`src/rtl/asic_chain_config_scheduler_if.sv`:
```
// Command-side and chain-side signal bundle for the chain configuration scheduler.
//
// Handshake semantics: there is no valid/ready pair on this bundle. Every request
// and response is a single-cycle pulse sampled on the rising clock edge.
// - ConfigStart is accepted only when the scheduler is idle; otherwise it is dropped.
// - ConfigAbort is acted on in any non-idle cycle and wins over anything else that cycle.
// - ParameterLoadStart and ParameterLoadDone are one-cycle, per-chain pulses.
// - ConfigDone and ConfigAborted are one-cycle completion pulses.
// DbgState mirrors the scheduler FSM state for observation only.
interface asic_chain_config_scheduler_if #(
   parameter int unsigned NUM_CHAINS = 4
) ();
   logic                  ConfigStart;
   logic                  ConfigAbort;
   logic [NUM_CHAINS-1:0] ChainEnableMask;
   logic [NUM_CHAINS-1:0] ParameterLoadDone;
   logic [NUM_CHAINS-1:0] ParameterLoadStart;
   logic [3:0]            AsicChainSelect;
   logic                  Busy;
   logic                  ConfigDone;
   logic                  ConfigAborted;
   logic [NUM_CHAINS-1:0] ChainDoneMask;
   logic [NUM_CHAINS-1:0] ChainErrorMask;
   logic [2:0]            DbgState;

   // Command interpreter / chain engines side
   modport master (
      output ConfigStart, ConfigAbort, ChainEnableMask, ParameterLoadDone,
      input  ParameterLoadStart, AsicChainSelect, Busy, ConfigDone, ConfigAborted,
      input  ChainDoneMask, ChainErrorMask, DbgState
   );

   // Scheduler side
   modport slave (
      input  ConfigStart, ConfigAbort, ChainEnableMask, ParameterLoadDone,
      output ParameterLoadStart, AsicChainSelect, Busy, ConfigDone, ConfigAborted,
      output ChainDoneMask, ChainErrorMask, DbgState
   );
endinterface

```
`src/rtl/asic_chain_config_scheduler.sv`:
```
// Sequences MICROROC slow-control loading across the enabled ASIC chains in ascending
// order: select chain, settle, pulse load start, wait for done or timeout, record status.
module asic_chain_config_scheduler #(
   parameter int unsigned NUM_CHAINS     = 4,
   parameter int unsigned SETTLE_CYCLES  = 8,
   parameter int unsigned TIMEOUT_CYCLES = 65535
) (
   input  logic                                Clk,
   input  logic                                reset_n,
   asic_chain_config_scheduler_if.slave        bus
);

   // One counter serves both the settle delay and the done timeout; it saturates.
   localparam int unsigned CNT_LIM = (TIMEOUT_CYCLES > SETTLE_CYCLES) ? TIMEOUT_CYCLES : SETTLE_CYCLES;
   localparam int unsigned CW      = $clog2(CNT_LIM + 1);

   typedef enum logic [2:0] {
      S_IDLE, S_SELECT, S_SETTLE, S_START, S_WAIT, S_FINISH
   } state_t;

   state_t                state_q, state_d;
   logic [3:0]            sel_q, sel_d;
   logic [NUM_CHAINS-1:0] pending_q, pending_d;
   logic [CW-1:0]         cnt_q, cnt_d;
   logic [NUM_CHAINS-1:0] done_mask_q, done_mask_d;
   logic [NUM_CHAINS-1:0] err_mask_q, err_mask_d;
   logic                  aborted_q, aborted_d;

   logic [3:0]            pick_idx;
   logic [NUM_CHAINS-1:0] pick_oh;
   logic [NUM_CHAINS-1:0] sel_oh;
   logic                  sel_done;
   logic [NUM_CHAINS-1:0] start_vec;
   logic                  cfg_done;

   // Lowest pending chain and one-hot decode of the currently selected chain
   always_comb begin
      pick_idx = '0;
      pick_oh  = '0;
      sel_oh   = '0;
      for (int i = NUM_CHAINS - 1; i >= 0; i--) begin
         if (pending_q[i]) pick_idx = 4'(i);
      end
      for (int i = 0; i < NUM_CHAINS; i++) begin
         pick_oh[i] = (pick_idx == 4'(i));
         sel_oh[i]  = (sel_q == 4'(i));
      end
      // Only the selected chain's done pulse is of interest; others are ignored.
      sel_done = |(bus.ParameterLoadDone & sel_oh);
   end

   // Next-state and pulse outputs; abort overrides everything outside IDLE
   always_comb begin
      state_d     = state_q;
      sel_d       = sel_q;
      pending_d   = pending_q;
      cnt_d       = cnt_q;
      done_mask_d = done_mask_q;
      err_mask_d  = err_mask_q;
      aborted_d   = 1'b0;
      start_vec   = '0;
      cfg_done    = 1'b0;
      case (state_q)
         S_IDLE: begin
            if (bus.ConfigStart) begin
               pending_d   = bus.ChainEnableMask;
               done_mask_d = '0;
               err_mask_d  = '0;
               state_d     = S_SELECT;
            end
         end
         S_SELECT: begin
            if (pending_q == '0) begin
               state_d = S_FINISH;
            end else begin
               sel_d     = pick_idx;
               pending_d = pending_q & ~pick_oh;
               cnt_d     = '0;
               state_d   = S_SETTLE;
            end
         end
         S_SETTLE: begin
            if (cnt_q == CW'(SETTLE_CYCLES - 1)) state_d = S_START;
            else                                  cnt_d   = cnt_q + 1'b1;
         end
         S_START: begin
            start_vec = sel_oh;
            cnt_d     = '0;
            state_d   = S_WAIT;
         end
         S_WAIT: begin
            if (sel_done) begin
               done_mask_d = done_mask_q | sel_oh;
               state_d     = S_SELECT;
            end else if (cnt_q == CW'(TIMEOUT_CYCLES - 1)) begin
               err_mask_d = err_mask_q | sel_oh;
               state_d    = S_SELECT;
            end else if (cnt_q != CW'(CNT_LIM)) begin
               cnt_d = cnt_q + 1'b1;
            end
         end
         S_FINISH: begin
            cfg_done = 1'b1;
            state_d  = S_IDLE;
         end
         default: state_d = S_IDLE;
      endcase
      if (state_q != S_IDLE && bus.ConfigAbort) begin
         state_d     = S_IDLE;
         aborted_d   = 1'b1;
         sel_d       = sel_q;
         pending_d   = '0;
         cnt_d       = '0;
         done_mask_d = done_mask_q;
         err_mask_d  = err_mask_q;
         start_vec   = '0;
         cfg_done    = 1'b0;
      end
   end

   // State and status registers with synchronous active-low reset
   always_ff @(posedge Clk) begin
      if (!reset_n) begin
         state_q     <= S_IDLE;
         sel_q       <= '0;
         pending_q   <= '0;
         cnt_q       <= '0;
         done_mask_q <= '0;
         err_mask_q  <= '0;
         aborted_q   <= 1'b0;
      end else begin
         state_q     <= state_d;
         sel_q       <= sel_d;
         pending_q   <= pending_d;
         cnt_q       <= cnt_d;
         done_mask_q <= done_mask_d;
         err_mask_q  <= err_mask_d;
         aborted_q   <= aborted_d;
      end
   end

   assign bus.ParameterLoadStart = start_vec;
   assign bus.AsicChainSelect    = sel_q;
   assign bus.Busy               = (state_q != S_IDLE);
   assign bus.ConfigDone         = cfg_done;
   assign bus.ConfigAborted      = aborted_q;
   assign bus.ChainDoneMask      = done_mask_q;
   assign bus.ChainErrorMask     = err_mask_q;
   assign bus.DbgState           = state_q;

endmodule
```
`src/flat_wrapper.sv`:
```
// flat-port wrapper written by rule: the top's interface ports become plain ports
module asic_chain_config_scheduler_flat 
#(
   parameter int unsigned NUM_CHAINS     = 4,
   parameter int unsigned SETTLE_CYCLES  = 8,
   parameter int unsigned TIMEOUT_CYCLES = 65535
)
  (Clk, reset_n, bus_ConfigStart, bus_ConfigAbort, bus_ChainEnableMask, bus_ParameterLoadDone, bus_ParameterLoadStart, bus_AsicChainSelect, bus_Busy, bus_ConfigDone, bus_ConfigAborted, bus_ChainDoneMask, bus_ChainErrorMask, bus_DbgState);
  asic_chain_config_scheduler_if #(.NUM_CHAINS(NUM_CHAINS)) bus_i ();
  input  logic Clk;
  input  logic reset_n;
  input wire logic [$bits(bus_i.ConfigStart)-1:0] bus_ConfigStart;
  input wire logic [$bits(bus_i.ConfigAbort)-1:0] bus_ConfigAbort;
  input wire logic [$bits(bus_i.ChainEnableMask)-1:0] bus_ChainEnableMask;
  input wire logic [$bits(bus_i.ParameterLoadDone)-1:0] bus_ParameterLoadDone;
  output wire logic [$bits(bus_i.ParameterLoadStart)-1:0] bus_ParameterLoadStart;
  output wire logic [$bits(bus_i.AsicChainSelect)-1:0] bus_AsicChainSelect;
  output wire logic [$bits(bus_i.Busy)-1:0] bus_Busy;
  output wire logic [$bits(bus_i.ConfigDone)-1:0] bus_ConfigDone;
  output wire logic [$bits(bus_i.ConfigAborted)-1:0] bus_ConfigAborted;
  output wire logic [$bits(bus_i.ChainDoneMask)-1:0] bus_ChainDoneMask;
  output wire logic [$bits(bus_i.ChainErrorMask)-1:0] bus_ChainErrorMask;
  output wire logic [$bits(bus_i.DbgState)-1:0] bus_DbgState;
  assign bus_i.ConfigStart = bus_ConfigStart;
  assign bus_i.ConfigAbort = bus_ConfigAbort;
  assign bus_i.ChainEnableMask = bus_ChainEnableMask;
  assign bus_i.ParameterLoadDone = bus_ParameterLoadDone;
  assign bus_ParameterLoadStart = bus_i.ParameterLoadStart;
  assign bus_AsicChainSelect = bus_i.AsicChainSelect;
  assign bus_Busy = bus_i.Busy;
  assign bus_ConfigDone = bus_i.ConfigDone;
  assign bus_ConfigAborted = bus_i.ConfigAborted;
  assign bus_ChainDoneMask = bus_i.ChainDoneMask;
  assign bus_ChainErrorMask = bus_i.ChainErrorMask;
  assign bus_DbgState = bus_i.DbgState;
  asic_chain_config_scheduler #(.NUM_CHAINS(NUM_CHAINS), .SETTLE_CYCLES(SETTLE_CYCLES), .TIMEOUT_CYCLES(TIMEOUT_CYCLES)) u_core (.Clk(Clk), .reset_n(reset_n), .bus(bus_i));
endmodule
```
`config.mk`:
```
export PLATFORM = sky130hd
export DESIGN_NAME = asic_chain_config_scheduler_flat
export DESIGN_NICKNAME = d
export VERILOG_FILES = /design/src/rtl/asic_chain_config_scheduler_if.sv /design/src/rtl/asic_chain_config_scheduler.sv /design/src/flat_wrapper.sv
export SDC_FILE = /design/constraint.sdc
export NUM_CORES = 1
export LEC_CHECK = 0
export CAP_MARGIN = 10
export CORE_AREA = 2 2 81 83
export DETAILED_ROUTE_END_ITERATION = 8
export DIE_AREA = 0 0 83 85
export PLACE_DENSITY = 0.6
export SLEW_MARGIN = 5
export SYNTH_ARGS = -nofsm -noshare
export SYNTH_HDL_FRONTEND = slang
export SYNTH_SLANG_ARGS = --single-unit
```
`constraint.sdc`:
```
create_clock -name Clk -period 2.6 [get_ports Clk]
set_input_delay 0.39 -clock Clk [delete_from_list [all_inputs] [get_ports Clk]]
set_output_delay 0.39 -clock Clk [all_outputs]
set_load 0.01 [all_outputs]
```
==> flow_summary.yaml <==
pwr:
  proportion_of_power_drawn_by_flip_flops_and_latches_pct: 39.4
  power_switching_share_pct: 33.7
  share_clk_of_total_power_pct: 27.8
  combinationalPowerShare_pct: 32.8
  p_switching_uw: 498
  internal_power_uw: 978
  pwr_density_cell_mw_per_mm2: 608
  power_leakage_uw: 0.000852
  ir_drop_uv: 227
critical_path:
  cpMaxStageDelayCell: "sky130_fd_sc_hd__clkdlybuf4s50_1"
  timing.critical_path.fanout_max: 11
  cp_cell_sequence: "nand2b_1, nor2_1, nand2_1, nor3_1, clkdlybuf4s50_1"
  crit_end: "bus_ParameterLoadStart[0]"
  cp_slowest_stage_delay_ns: 0.57
  crit_type: "flip-flop to output port"
  critical_path_buf_inv_count: 1
  endpoint_kind: "output port"
  crit-reg2reg-capture: "u_core.cnt_q[5]"
  critical_path_depth: 5
  worst_r2r_startpoint: "u_core.bus.DbgState[0]"
  worstSetupStartpoint: "u_core.bus.DbgState[0]"
  worst_r2r_path_depth: 6
  timing.reg2reg.setup_slack_ns: 0.39
  cp.arrival_ns: 2.06
  worst_path_dominant_cell_family: "simple AND/OR/NAND/NOR gates"
  cp_data_required_time_ns: 2.21
  critical_path.startpoint_type: "flip-flop"
placed_design:
  placed_wire_length_estimate_after_detailed_placement_um: 3600
  placed_cells_incl_taps: 347
  portBuffers: 31
  gp_congestion: 0.863
route:
  vias_per_inst: 5.41
  final_antenna_net_count: 0
  detailedRoute.firstPassIterationCount: 4
  drt-initial-drc-count: 84
  detailroute.via_count: 1920
  post-route-drc-count: 0
  postRouteWirelength_um: 4860
  wl_cell_um: 13.7
grt:
  gr-total-overflow: 0
  grt_start_max_net_pins: 16
  first_pass_grt_wire_length_um: 8330
  gr-usage-all-layers_pct: 14.0
  initial_antenna_violation_count: 0
  grt_pass1_vias: 1755
sta:
  sum_neg_setup_slack_ns: 0
  rsz_0062_raised_after_global_routing: "false"
  holdWs_ns: 0.457
  finalCritPeriodShare_pct: 94.2
  max_slew_margin_pct: 50.4
  tightest_slew_ns: 0.743
  worst_clock_skew_ns: 0.00160
  hold_viol_final: 0
  report.final.slew_viol_count: 0
  setup-violations-final: 0
  timing.final.crit_period_ns: 2.45
  max_freq_mhz: 408
clock_network:
  post_cts_buffers: 0
  tritoncts_clock_tree: "done"
  ctsLongestPathBuffers: 2
  clk_pin_slew_worst_paths_ns: 0.07
  clockRootBuffer: "sky130_fd_sc_hd__clkbuf_8"
  hold_buffers: 0
  cts_made_buffers: 5
  cts.sink_count: 34
  worst_skew_pair.late_latency_ns: 0.28
  clock_tree.htree_level_count: 2
  post_cts_resize_count: 0
logic_synthesis:
  dominantRegCellSynth: "sky130_fd_sc_hd__dfxtp_1"
  synth_cells: 242
  seq_area_frac_synth_pct: 35.5
  yosys.cell_types.count: 50
  syn_area_per_cell_um2: 7.93
  synth-async-reset-ratio_pct: 0
  synthesis.area_mm2: 0.00192
  synth-seq-cells: 34
  synth_warn: 0
  synth_edf_count: 0
layout:
  drive_gt1_share_pct: 8.99
  utilization_pct: 39.2
  layout.cells.non_filler: 355
  layout.cells.most_common_list: "34 x sky130_fd_sc_hd__dfxtp_1, 31 x sky130_fd_sc_hd__clkdlybuf4s50_1, 28 x sky130_fd_sc_hd__nand2_1"
  mostFrequentLayoutCell: "sky130_fd_sc_hd__dfxtp_1"
  n_antenna_cell: 0
  finalNetCount: 291
  area_delta_synth_final_pct: 26.7
floorplanning:
  dieArea_mm2: 0.00706
  start_util_pct: 30.9
  top_level_ports: 34
  die_h_um: 85
  die_width_um: 83
  placement_rows: 29
  core_mm2: 0.00620
run_status:
  status: "complete, no violations"
run:
  maxCapViolations: 0
hold_path:
  hp-class: "flip-flop to flip-flop"
layout make-up:
| class | instances | area, um^2 |
|---|---|---|
| flip-flops and latches | 34 | 681 |
| multi-input cells | 184 | 1120 |
| fillers | 644 | 3770 |
| clock inverters | 1 | 5.00 |
| repair buffers | 45 | 415 |
| clock buffers | 7 | 86.3 |
| inverters | 7 | 26.3 |
| well taps | 77 | 96.3 |
cells in the mapped netlist, drive strengths merged, types with 2 or more instances:
library cell / instances / area share (%)
buf: 10 / 3.4
o31a: 2 / 0.91
nand2b: 4 / 1.3
and4: 2 / 0.91
a31oi: 2 / 0.65
nand2: 28 / 5.5
o31ai: 4 / 1.6
a21oi: 22 / 5.7
clkbuf: 8 / 1.6
ha: 2 / 1.3
a32o: 14 / 7.3
nand3: 8 / 2.1
o221a: 2 / 1.2
o21ai: 6 / 1.6
or3b: 2 / 0.91
nor4b: 3 / 1.7
inv: 7 / 1.4
nor3: 14 / 3.7
nor4: 4 / 1.3
dfxtp: 34 / 35
nor2: 23 / 4.5
nor2b: 4 / 1.3
or3: 2 / 0.65
and2: 4 / 1.3
and3: 5 / 1.6
nand4: 8 / 2.6
metrics by stage:
step | area (um^2) | setup slack, ns | total power, uW
after CTS | 2430 | 0.165 | 1490
after floorplan | 1920 | 0.470 | 910
after detailed placement | 2340 | 0.0821 | 1080
after global placement | 2340 | 0.0846 | 1080
after global routing | 2430 | 0.0219 | 1570
final | 2430 | 0.151 | 1480
worst reg2reg max path, cell delays in order (launching register included):
cell and delay (ns):
sky130_fd_sc_hd__dfxtp_1 0.42, sky130_fd_sc_hd__or3b_2 0.55, sky130_fd_sc_hd__o221a_1 0.44, sky130_fd_sc_hd__buf_4 0.24, sky130_fd_sc_hd__a21oi_1 0.12, sky130_fd_sc_hd__nand2_1 0.07, sky130_fd_sc_hd__a32o_1 0.27
per-layer routing:
metal | GRT usage, % | vias to the layer above | part of all wire [%]
met1 | 19.1 | 908 | 51
met3 | 3.70 | 4 | 4.2
li1 | - | 968 | -
met5 | 0 | - | 0
met2 | 22.1 | 40 | 45
met4 | 3.28 | 0 | 0.58
cells by family (layout without fill, tap and decap cells):
kind of cell,after synthesis,count (layout),share of synthesized area [%]
muxes,2,2,1.70
DFF,34,34,35.5
adders and majority gates,2,2,1.30
xor gates and xnor gates,1,1,0.457
and+or+nand+nor,116,116,31.6
buffers and inverters,25,60,6.33
AOI/OAI and AO/OA,61,61,23.0
other,1,2,0.196
registers in the layout, summed over array words and instances (netlist names):
| register | flops |
|---|---|
| u_core.cnt_q | 16 |
| u_core.bus.ChainDoneMask | 4 |
| u_core.bus.ChainErrorMask | 4 |
| u_core.pending_q | 4 |
| u_core.bus.DbgState | 3 |
| u_core.bus.AsicChainSelect | 2 |
| u_core.bus.ConfigAborted | 1 |
worst min-delay path by stage:
stage                                               to  slack (ns)  cells past startpoint                    startpoint
after floorplan                    u_core.pending_q[1]        0.46                      2           u_core.pending_q[1]
after global placement    u_core.bus.ChainErrorMask[1]        0.43                      2  u_core.bus.ChainErrorMask[1]
after detailed placement  u_core.bus.ChainErrorMask[3]        0.44                      2  u_core.bus.ChainErrorMask[3]
after CTS                 u_core.bus.ChainErrorMask[3]        0.46                      2  u_core.bus.ChainErrorMask[3]
after global routing       u_core.bus.ChainDoneMask[1]        0.48                      1   u_core.bus.ChainDoneMask[1]
final                     u_core.bus.ChainErrorMask[2]        0.46                      2  u_core.bus.ChainErrorMask[2]
power groups by stage:
stage                     combinational [uW]  clock, uW  sequential [uW]
after global routing                     541        442              588
final                                    484        410              582
after floorplan                          319          0              591
after detailed placement                 485          0              594
after CTS                                486        419              582
after global placement                   483          0              593
(Power assumes the default switching activity.)
